## config.mk

```make
export PLATFORM = sky130hd
export DESIGN_NAME = vga_sync_module_flat
export DESIGN_NICKNAME = d
export VERILOG_FILES = /design/src/rtl/vga_sync_module_if.sv /design/src/rtl/vga_sync_module.sv /design/src/flat_wrapper.sv
export SDC_FILE = /design/constraint.sdc
export NUM_CORES = 1
export LEC_CHECK = 0
export CAP_MARGIN = 20
export CORE_MARGIN = 2
export CORE_UTILIZATION = 48
export CTS_CLUSTER_DIAMETER = 60
export CTS_CLUSTER_SIZE = 28
export DETAILED_ROUTE_END_ITERATION = 7
export PLACE_DENSITY = 0.76
export SYNTH_ARGS = -nofsm -noshare
export SYNTH_HDL_FRONTEND = slang
export SYNTH_SLANG_ARGS = --single-unit
export TNS_END_PERCENT = 1
```

## constraint.sdc

```tcl
create_clock -name clk -period 2.2 [get_ports clk]
set_input_delay 0.55 -clock clk [delete_from_list [all_inputs] [get_ports clk]]
set_output_delay 0.55 -clock clk [all_outputs]
set_load 0.01 [all_outputs]
```

## src/rtl/vga_sync_module_if.sv

```systemverilog
// Raster output bundle from vga_sync_module to the pixel-colour logic.
// master drives the timing; slave consumes it.
interface vga_sync_module_if;
  logic       h_sync;
  logic       v_sync;
  logic       video_on;
  logic [9:0] pos_x;
  logic [9:0] pos_y;

  modport master (output h_sync, v_sync, video_on, pos_x, pos_y);
  modport slave  (input  h_sync, v_sync, video_on, pos_x, pos_y);
endinterface

```

## src/rtl/vga_sync_module.sv

```systemverilog
// VGA raster timing generator: pixel-rate divider, h/v counters, registered sync/video_on.
// Optional build macro VGA_SYNC_ACTIVE_HIGH_EN inverts both sync outputs (active high).
module vga_sync_module #(
  parameter int H_ACTIVE = 640,
  parameter int H_FP     = 16,
  parameter int H_SYNC   = 96,
  parameter int H_BP     = 48,
  parameter int V_ACTIVE = 480,
  parameter int V_FP     = 10,
  parameter int V_SYNC   = 2,
  parameter int V_BP     = 33,
  parameter int PIX_DIV  = 4
) (
  input  logic              clk,
  input  logic              reset,
  vga_sync_module_if.master vga
);
  localparam int H_TOTAL = H_ACTIVE + H_FP + H_SYNC + H_BP;
  localparam int V_TOTAL = V_ACTIVE + V_FP + V_SYNC + V_BP;
  localparam int DIV_W   = (PIX_DIV > 1) ? $clog2(PIX_DIV) : 1;

  localparam logic [DIV_W-1:0] DIV_LAST = DIV_W'(PIX_DIV - 1);
  localparam logic [9:0]       H_LAST   = 10'(H_TOTAL - 1);
  localparam logic [9:0]       V_LAST   = 10'(V_TOTAL - 1);

  // 11-bit bounds so a sync window ending exactly at 1024 still compares correctly
  localparam logic [10:0] H_ACT_END  = 11'(H_ACTIVE);
  localparam logic [10:0] H_SYNC_BEG = 11'(H_ACTIVE + H_FP);
  localparam logic [10:0] H_SYNC_END = 11'(H_ACTIVE + H_FP + H_SYNC);
  localparam logic [10:0] V_ACT_END  = 11'(V_ACTIVE);
  localparam logic [10:0] V_SYNC_BEG = 11'(V_ACTIVE + V_FP);
  localparam logic [10:0] V_SYNC_END = 11'(V_ACTIVE + V_FP + V_SYNC);

`ifdef VGA_SYNC_ACTIVE_HIGH_EN
  localparam logic SYNC_IDLE = 1'b0;
`else
  localparam logic SYNC_IDLE = 1'b1;
`endif

  logic [DIV_W-1:0] r_div_cnt;
  logic [9:0]       r_h_cnt;
  logic [9:0]       r_v_cnt;
  logic             r_h_sync;
  logic             r_v_sync;
  logic             r_video_on;

  logic             w_tick;
  logic             w_h_wrap;
  logic [9:0]       w_h_next;
  logic [9:0]       w_v_next;
  logic             w_h_in_sync;
  logic             w_v_in_sync;
  logic             w_visible;

  assign w_tick   = (r_div_cnt == DIV_LAST);
  assign w_h_wrap = (r_h_cnt == H_LAST);

  always_comb begin
    w_h_next = w_h_wrap ? 10'd0 : r_h_cnt + 10'd1;
    w_v_next = r_v_cnt;
    if (w_h_wrap) begin
      w_v_next = (r_v_cnt == V_LAST) ? 10'd0 : r_v_cnt + 10'd1;
    end
  end

  // Decode from the next counter values so the registered flags line up with pos_x/pos_y
  assign w_h_in_sync = ({1'b0, w_h_next} >= H_SYNC_BEG) && ({1'b0, w_h_next} < H_SYNC_END);
  assign w_v_in_sync = ({1'b0, w_v_next} >= V_SYNC_BEG) && ({1'b0, w_v_next} < V_SYNC_END);
  assign w_visible   = ({1'b0, w_h_next} < H_ACT_END) && ({1'b0, w_v_next} < V_ACT_END);

  always_ff @(posedge clk or posedge reset) begin
    if (reset) begin
      r_div_cnt  <= '0;
      r_h_cnt    <= '0;
      r_v_cnt    <= '0;
      r_h_sync   <= SYNC_IDLE;
      r_v_sync   <= SYNC_IDLE;
      r_video_on <= 1'b0;
    end else begin
      r_div_cnt <= w_tick ? '0 : r_div_cnt + DIV_W'(1);
      if (w_tick) begin
        r_h_cnt    <= w_h_next;
        r_v_cnt    <= w_v_next;
        r_h_sync   <= w_h_in_sync ? ~SYNC_IDLE : SYNC_IDLE;
        r_v_sync   <= w_v_in_sync ? ~SYNC_IDLE : SYNC_IDLE;
        r_video_on <= w_visible;
      end
    end
  end

  assign vga.pos_x    = r_h_cnt;
  assign vga.pos_y    = r_v_cnt;
  assign vga.h_sync   = r_h_sync;
  assign vga.v_sync   = r_v_sync;
  assign vga.video_on = r_video_on;
endmodule

```

## src/flat_wrapper.sv

```systemverilog
// flat-port wrapper written by rule: the top's interface ports become plain ports
module vga_sync_module_flat 
#(
  parameter int H_ACTIVE = 640,
  parameter int H_FP     = 16,
  parameter int H_SYNC   = 96,
  parameter int H_BP     = 48,
  parameter int V_ACTIVE = 480,
  parameter int V_FP     = 10,
  parameter int V_SYNC   = 2,
  parameter int V_BP     = 33,
  parameter int PIX_DIV  = 4
)
  (clk, reset, vga_h_sync, vga_v_sync, vga_video_on, vga_pos_x, vga_pos_y);
  vga_sync_module_if vga_i ();
  input  logic clk;
  input  logic reset;
  output wire logic [$bits(vga_i.h_sync)-1:0] vga_h_sync;
  output wire logic [$bits(vga_i.v_sync)-1:0] vga_v_sync;
  output wire logic [$bits(vga_i.video_on)-1:0] vga_video_on;
  output wire logic [$bits(vga_i.pos_x)-1:0] vga_pos_x;
  output wire logic [$bits(vga_i.pos_y)-1:0] vga_pos_y;
  assign vga_h_sync = vga_i.h_sync;
  assign vga_v_sync = vga_i.v_sync;
  assign vga_video_on = vga_i.video_on;
  assign vga_pos_x = vga_i.pos_x;
  assign vga_pos_y = vga_i.pos_y;
  vga_sync_module #(.H_ACTIVE(H_ACTIVE), .H_FP(H_FP), .H_SYNC(H_SYNC), .H_BP(H_BP), .V_ACTIVE(V_ACTIVE), .V_FP(V_FP), .V_SYNC(V_SYNC), .V_BP(V_BP), .PIX_DIV(PIX_DIV)) u_core (.clk(clk), .reset(reset), .vga(vga_i));
endmodule
```

==> results of run 1 <==
[final cells by class]
cell class	count	area, um2
clock buffer	4	26.3
fill	269	1000
inverter	4	15.0
multi-input combinational	144	946
sequential	25	628
tap	44	55.1
timing repair buffer	49	428
[through the flow]
step	hold WS, ns	setup TNS, ns	worst slack, ns
after floorplan	0.403	0	0.0447
after global placement	0.414	0	0.126
after detailed placement	0.416	0	0.000765
after CTS	0.434	0	0.0150
after global routing	0.472	-0.0429	-0.0247
final	0.431	0	0.0686
[kinds of logic (layout without fill, tap and decap cells)]
kind of cell             Yosys count  count (layout)
AO/OA/AOI/OAI                     41              41
XOR/XNOR                           9               9
adder cells (fa/ha/maj)            4               4
buffers and inverters             11              57
flip-flops                        25              25
multiplexers                       5               5
AND/OR/NAND/NOR                   85              85
[what timing repair did]
item,CTS,global route
pin swaps,1,7
hold buffers,0,0
setup endpoints to repair,1,4
resized for setup,0,7
setup buffers,0,2
[how the worst max path moves through the flow]
stage	to	slack (ns)	cells past startpoint
5_1_grt	u_core.vga.pos_y[4]$_DFFE_PP0P_	-0.02	7
4_1_cts	u_core.vga.video_on$_DFFE_PP0P_	0.01	8
3_5_place_dp	u_core.vga.video_on$_DFFE_PP0P_	0.0008	7
6_report	u_core.vga.video_on$_DFFE_PP0P_	0.07	5
3_3_place_gp	u_core.vga.v_sync$_DFFE_PP1P_	0.13	6
2_1_floorplan	u_core.vga.video_on$_DFFE_PP0P_	0.04	6
[sequential cells by signal, summed over array words and instances (netlist names)]
signal,count
u_core.r_div_cnt,2
u_core.vga.pos_x,10
u_core.vga.video_on,1
u_core.vga.pos_y,10
u_core.vga.h_sync,1
u_core.vga.v_sync,1
[worst max-delay path, cell delays in order (launching register included)]
cell and delay, ns:
dfrtp_1 0.40, or4b_4 0.56, or4_4 0.56, a21oi_2 0.16, nor2b_2 0.07, o41ai_4 0.30
[cell usage in the layout (no fill, tap or decap), drive strengths merged, types with 2 or more instances in the layout]
cell	synthesis	layout
a21o	3	3
a21oi	7	7
a31oi	4	4
and3	4	4
buf	3	25
clkbuf	4	4
clkdlybuf4s50	0	24
dfrtp	23	23
dfstp	2	2
ha	4	4
inv	4	4
mux2	4	4
nand2	22	22
nand2b	4	4
nand3	10	10
nand4	8	8
nor2	19	19
nor3	6	6
nor4	2	2
o21ai	16	16
o2bb2ai	2	2
o31ai	3	3
or3	2	2
xnor2	6	6
xor2	3	3
[power by group through the flow]
stage	clock network (mW)	registers, mW	logic, mW
4_1_cts	0.220	0.460	0.0127
5_1_grt	0.244	0.460	0.0143
2_1_floorplan	0	0.468	0.00680
6_report	0.220	0.460	0.0121
3_5_place_dp	0	0.468	0.0127
3_3_place_gp	0	0.468	0.0126
[routing by layer]
metal	wire (um)	vias up
met2	1870	65
met1	1800	732
met3	235	12
li1	-	747
met4	85	0
met5	0	-
==> results.sh, run 1 <==
export IMPL_hp_class="flip-flop to flip-flop"
export IMPL_synth_xor_area_share_pct=4.96
export IMPL_setup_viol=0
export IMPL_ant_nets=0
export IMPL_ys_types=46
export IMPL_drive_gt1_share_pct=22.1
export IMPL_synth_top_area_share_pct=36.2
export IMPL_synth_avg_cell_area_um2=8.83
export IMPL_gp_congestion=0.900
export IMPL_worstMarginPinSlew_ns=0.379
export IMPL_gr_usage_met1_pct=33.4
export IMPL_die_area_um2=3790
export IMPL_start_util_pct=51.2
export IMPL_place_inst=264
export IMPL_totalWireLength_um=3990
export IMPL_p_leak_nw=0.889
export IMPL_powerDensity_nw_per_um2=330
export IMPL_place_area_um2=2020
export IMPL_drv_slew=0
export IMPL_critPathCaptureType="flip-flop"
export IMPL_yosysMostFrequentCell="dfrtp_1"
export IMPL_p_total_mw=0.692
export IMPL_r2r_end="u_core.vga.video_on$_DFFE_PP0P_"
export IMPL_hold_depth=1
export IMPL_drtPass1Iterations=4
export IMPL_drc_errors=0
export IMPL_seqPwrFrac_pct=66.5
export IMPL_core_rowCount=20
export IMPL_synth_compound_gate_area_share_pct=16.9
export IMPL_worstRegToRegCells=5
export IMPL_timing_rr_start="u_core.vga.pos_y[6]$_DFFE_PP0P_"
export IMPL_via_per_inst=5.76
export IMPL_p_switching_mw=0.158
export IMPL_nNetsFinal=233
export IMPL_diodes=0
export IMPL_die_h_um=61.5
export IMPL_hold_violations=0
export IMPL_arrival_ns=2.38
export IMPL_routed_via_count=1556
export IMPL_critPathLaunchType="flip-flop"
export IMPL_min_delay_start="u_core.r_div_cnt[0]$_DFF_PP0_"
export IMPL_postLayoutCoreUtil_pct=67.6
export IMPL_synthTopCellsByCount="dfrtp_1 (23), nand2_1 (21), nor2_1 (19)"
export IMPL_synth_ff_type="dfrtp_1"
export IMPL_design_core_area_um2=3100
export IMPL_yosys_area_share_simple_pct=28.7
export IMPL_clockBufferDepth=2
export IMPL_period_share_pct=96.9
export IMPL_critical_path_required_ns=2.45
export IMPL_grt_usage_pct=23.7
export IMPL_async_reset_ff_share_pct=100
export IMPL_rsz0062_at_grt="yes"
export IMPL_synth_top_family_by_area="simple AND/OR/NAND/NOR gates"
export IMPL_clk_root_buffer_cell="clkbuf_4"
export IMPL_syn2layout_area_growth_pct=32.0
export IMPL_antenna_found_initial=0
export IMPL_irDropWorstVdd_v=0.000273
export IMPL_r2r_slack_ns=0.07
export IMPL_use_met2_pct=36.2
export IMPL_clk_pin_slew_ns=0.14
export IMPL_cts_tree="built"
export IMPL_die_x_um=61.5
export IMPL_instances_no_fill=270
export IMPL_crit_start="u_core.vga.pos_y[6]$_DFFE_PP0P_"
export IMPL_pwr_share_comb_pct=1.7
export IMPL_p_clk_share_pct=31.8
export IMPL_cts_htree_levels=1
export IMPL_io_buffers=24
export IMPL_routedWlPerCell_um=14.8
export IMPL_status="finished, final reports clean"
export IMPL_cts_sinks=25
export IMPL_period_minus_slack_ns=2.13
export IMPL_critPathKind="flip-flop to flip-flop"
export IMPL_crit_fanout=6
export IMPL_grt_max_degree=26
export IMPL_synth_top_cell_by_area="dfrtp_1"
export IMPL_synth_area_leaders="dfrtp_1 (36%), o21ai_0 (5.0%), nand2_1 (5.0%)"
export IMPL_hold_end="u_core.r_div_cnt[0]$_DFF_PP0_"
export IMPL_synth_adder_area_share_pct=3.15
export IMPL_syn_inst=180
export IMPL_synth_seq_area_share_pct=39.5
export IMPL_pin_count=25
export IMPL_synth_edff_count=0
export IMPL_syn_num_nets=186
export IMPL_dpl_hpwl_um=2910
export IMPL_slew_headroom_pct=74.5
export IMPL_p_sw_share_pct=22.8
export IMPL_timing_fmax_ghz=0.469
export IMPL_ys_seq_elements=25
export IMPL_clk_latency_ns=0.33
export IMPL_ys_warn_count=0
export IMPL_grt_pass1_vias=1432
export IMPL_grt_pass1_wl_um=6610
export IMPL_grt_busiest_layer="met2"
export IMPL_maxCapViolCount=0
export IMPL_numCtsBuffers=3
export IMPL_design_area_um2=2100
export IMPL_drt_initial_drc_count=96
export IMPL_syn_area_um2=1590
export IMPL_met3_usage_pct=3.57
export IMPL_fin_skew_ns=0.00124
export IMPL_grt_ovfl_total=0
export IMPL_synthMuxAreaShare_pct=3.46
export IMPL_p_int_mw=0.534
No activity file was read; power rests on OpenSTA's default activity.
==> run 2, diff against run 1 <==
--- a/config.mk
+++ b/config.mk
@@ -7,5 +7,4 @@
 export LEC_CHECK = 0
 export CAP_MARGIN = 20
-export CORE_MARGIN = 2
 export CORE_UTILIZATION = 48
 export CTS_CLUSTER_DIAMETER = 60
==> constraint.sdc (replaced) <==
create_clock -name clk -period 2.2 [get_ports clk]
set_input_delay 0.55 -clock clk [delete_from_list [all_inputs] [get_ports clk]]
set_output_delay 0.55 -clock clk [all_outputs]
set_load 0.1 [all_outputs]
==> results.sh, run 2 (synthesis results as in run 1) <==
export IMPL_p_clk_share_pct=31.3
export IMPL_period_share_pct=98.5
export IMPL_r2r_slack_ns=0.03
export IMPL_postLayoutCoreUtil_pct=65.5
export IMPL_layout_commonest_cell="buf_4"
export IMPL_rsz0062_at_grt="yes"
export IMPL_powerDensity_nw_per_um2=338
export IMPL_clk_pin_slew_ns=0.14
export IMPL_irDropWorstVdd_v=0.000235
export IMPL_cts_setup_buffers=0
export IMPL_grt_ovfl_total=0
export IMPL_grt_pass1_vias=1300
export IMPL_whs_ns=0.448
export IMPL_ctsHoldBuffers=0
export IMPL_diodes=0
export IMPL_worstRegToRegCells=6
export IMPL_core_rowCount=20
export IMPL_routed_via_count=1498
export IMPL_die_x_um=59.5
export IMPL_drt_initial_drc_count=125
export IMPL_place_ws_ns=0.0644
export IMPL_drv_slew=0
export IMPL_io_buffers=24
export IMPL_cts_resized=0
export IMPL_nNetsFinal=222
export IMPL_p_int_mw=0.531
export IMPL_ant_nets=0
export IMPL_p_switching_mw=0.156
export IMPL_critical_path_required_ns=2.45
export IMPL_grt_usage_pct=22.4
export IMPL_hold_depth=1
export IMPL_clk_root_buffer_cell="clkbuf_4"
export IMPL_maxCapViolCount=0
export IMPL_p_leak_nw=0.858
export IMPL_syn2layout_area_growth_pct=27.9
export IMPL_clk_latency_ns=0.32
export IMPL_critPathLaunchType="flip-flop"
export IMPL_cts_tree="built"
export IMPL_totalWireLength_um=3700
export IMPL_drtPass1Iterations=4
export IMPL_die_area_um2=3540
export IMPL_start_util_pct=51.2
export IMPL_routedWlPerCell_um=14.3
export IMPL_fin_ws_ns=0.0332
export IMPL_fill_cells=293
export IMPL_crit_fanout=6
export IMPL_grt_pass1_wl_um=5990
export IMPL_worstMarginPinSlew_ns=0.646
export IMPL_antenna_found_initial=0
export IMPL_fin_tns_setup_ns=0
export IMPL_slew_headroom_pct=56.5
export IMPL_clockBufferDepth=2
export IMPL_timing_fmax_ghz=0.462
export IMPL_drc_errors=0
export IMPL_fin_skew_ns=0.00575
export IMPL_pin_count=25
export IMPL_period_minus_slack_ns=2.17
export IMPL_design_core_area_um2=3100
export IMPL_grt_max_degree=26
export IMPL_final_cell_mix="buf_4 (32), nand2_1 (21), nor2_1 (19), o21ai_0 (16), dfrtp_2 (11)"
export IMPL_numCtsBuffers=3
export IMPL_dpl_hpwl_um=2780
export IMPL_status="finished, final reports clean"
export IMPL_setup_viol=0
export IMPL_seqPwrFrac_pct=67.0
export IMPL_via_per_inst=5.78
export IMPL_critPathCaptureType="flip-flop"
export IMPL_hold_violations=0
export IMPL_p_sw_share_pct=22.7
export IMPL_drive_gt1_share_pct=35.8
export IMPL_die_h_um=59.5
export IMPL_hp_class="flip-flop to flip-flop"
export IMPL_critPathKind="flip-flop to flip-flop"
export IMPL_p_total_mw=0.686
export IMPL_arrival_ns=2.42
export IMPL_pwr_share_comb_pct=1.8
export IMPL_cts_sinks=25
export IMPL_cts_htree_levels=1
export IMPL_gp_congestion=0.900
==> run 2: cell types whose count changed in the layout (fill, tap and decap cells not counted), sizes merged <==
cell,before,now
clkbuf,4,3
clkdlybuf4s50,24,1
buf,25,37
clkinv,0,1
==> run 2: power groups by stage <==
stage | registers, mW | clock network, mW | logic, mW
2_1_floorplan | 0.468 | 0 | 0.00679
3_3_place_gp | 0.468 | 0 | 0.0122
3_5_place_dp | 0.468 | 0 | 0.0129
4_1_cts | 0.460 | 0.223 | 0.0130
5_1_grt | 0.460 | 0.241 | 0.0140
6_report | 0.460 | 0.215 | 0.0121
==> run 2: worst paths after layout <==
kind	from	to
min in group asynchronous	reset	u_core.vga.pos_y[9]$_DFFE_PP0P_
worst max register to register	u_core.vga.pos_y[8]$_DFFE_PP0P_	u_core.vga.v_sync$_DFFE_PP1P_
worst max-delay path	u_core.vga.pos_y[8]$_DFFE_PP0P_	u_core.vga.v_sync$_DFFE_PP1P_
worst min register to register	u_core.r_div_cnt[0]$_DFF_PP0_	u_core.r_div_cnt[0]$_DFF_PP0_
max in group asynchronous	reset	u_core.vga.v_sync$_DFFE_PP1P_
worst min-delay path	u_core.r_div_cnt[0]$_DFF_PP0_	u_core.r_div_cnt[0]$_DFF_PP0_
==> run 2: final cells by class <==
cell class	instances	area [um2]	share of cell area, %
clock inverter	1	5.00	0.246
tap	44	55.1	2.71
multi-input combinational	144	920	45.3
inverter	4	15.0	0.739
clock buffer	3	22.5	1.11
sequential	25	664	32.7
timing repair buffer	38	350	17.2
==> run 2: through the flow <==
stage	cells	cell area (um2)
after global routing	259	2030
final	259	2030
after detailed placement	255	2000
after CTS	259	2020
after global placement	255	2000
after floorplan	180	1640
==> run 2: routing by layer <==
layer / routed length (um) / track usage, % / up-vias
met2: 1660 / 34.8 / 54
met3: 165 / 2.40 / 4
met4: 21 / 5.65 / 0
met5: 0 / 0 / -
li1: - / - / 727
met1: 1850 / 33.1 / 713
==> run 2: critical path: stages, from the launching register on <==
cell,delay [ns]
dfrtp_4,0.50
or4b_4,0.55
or4_4,0.57
nand3_2,0.11
o22ai_1,0.06
o2bb2ai_1,0.13
a41oi_1,0.18
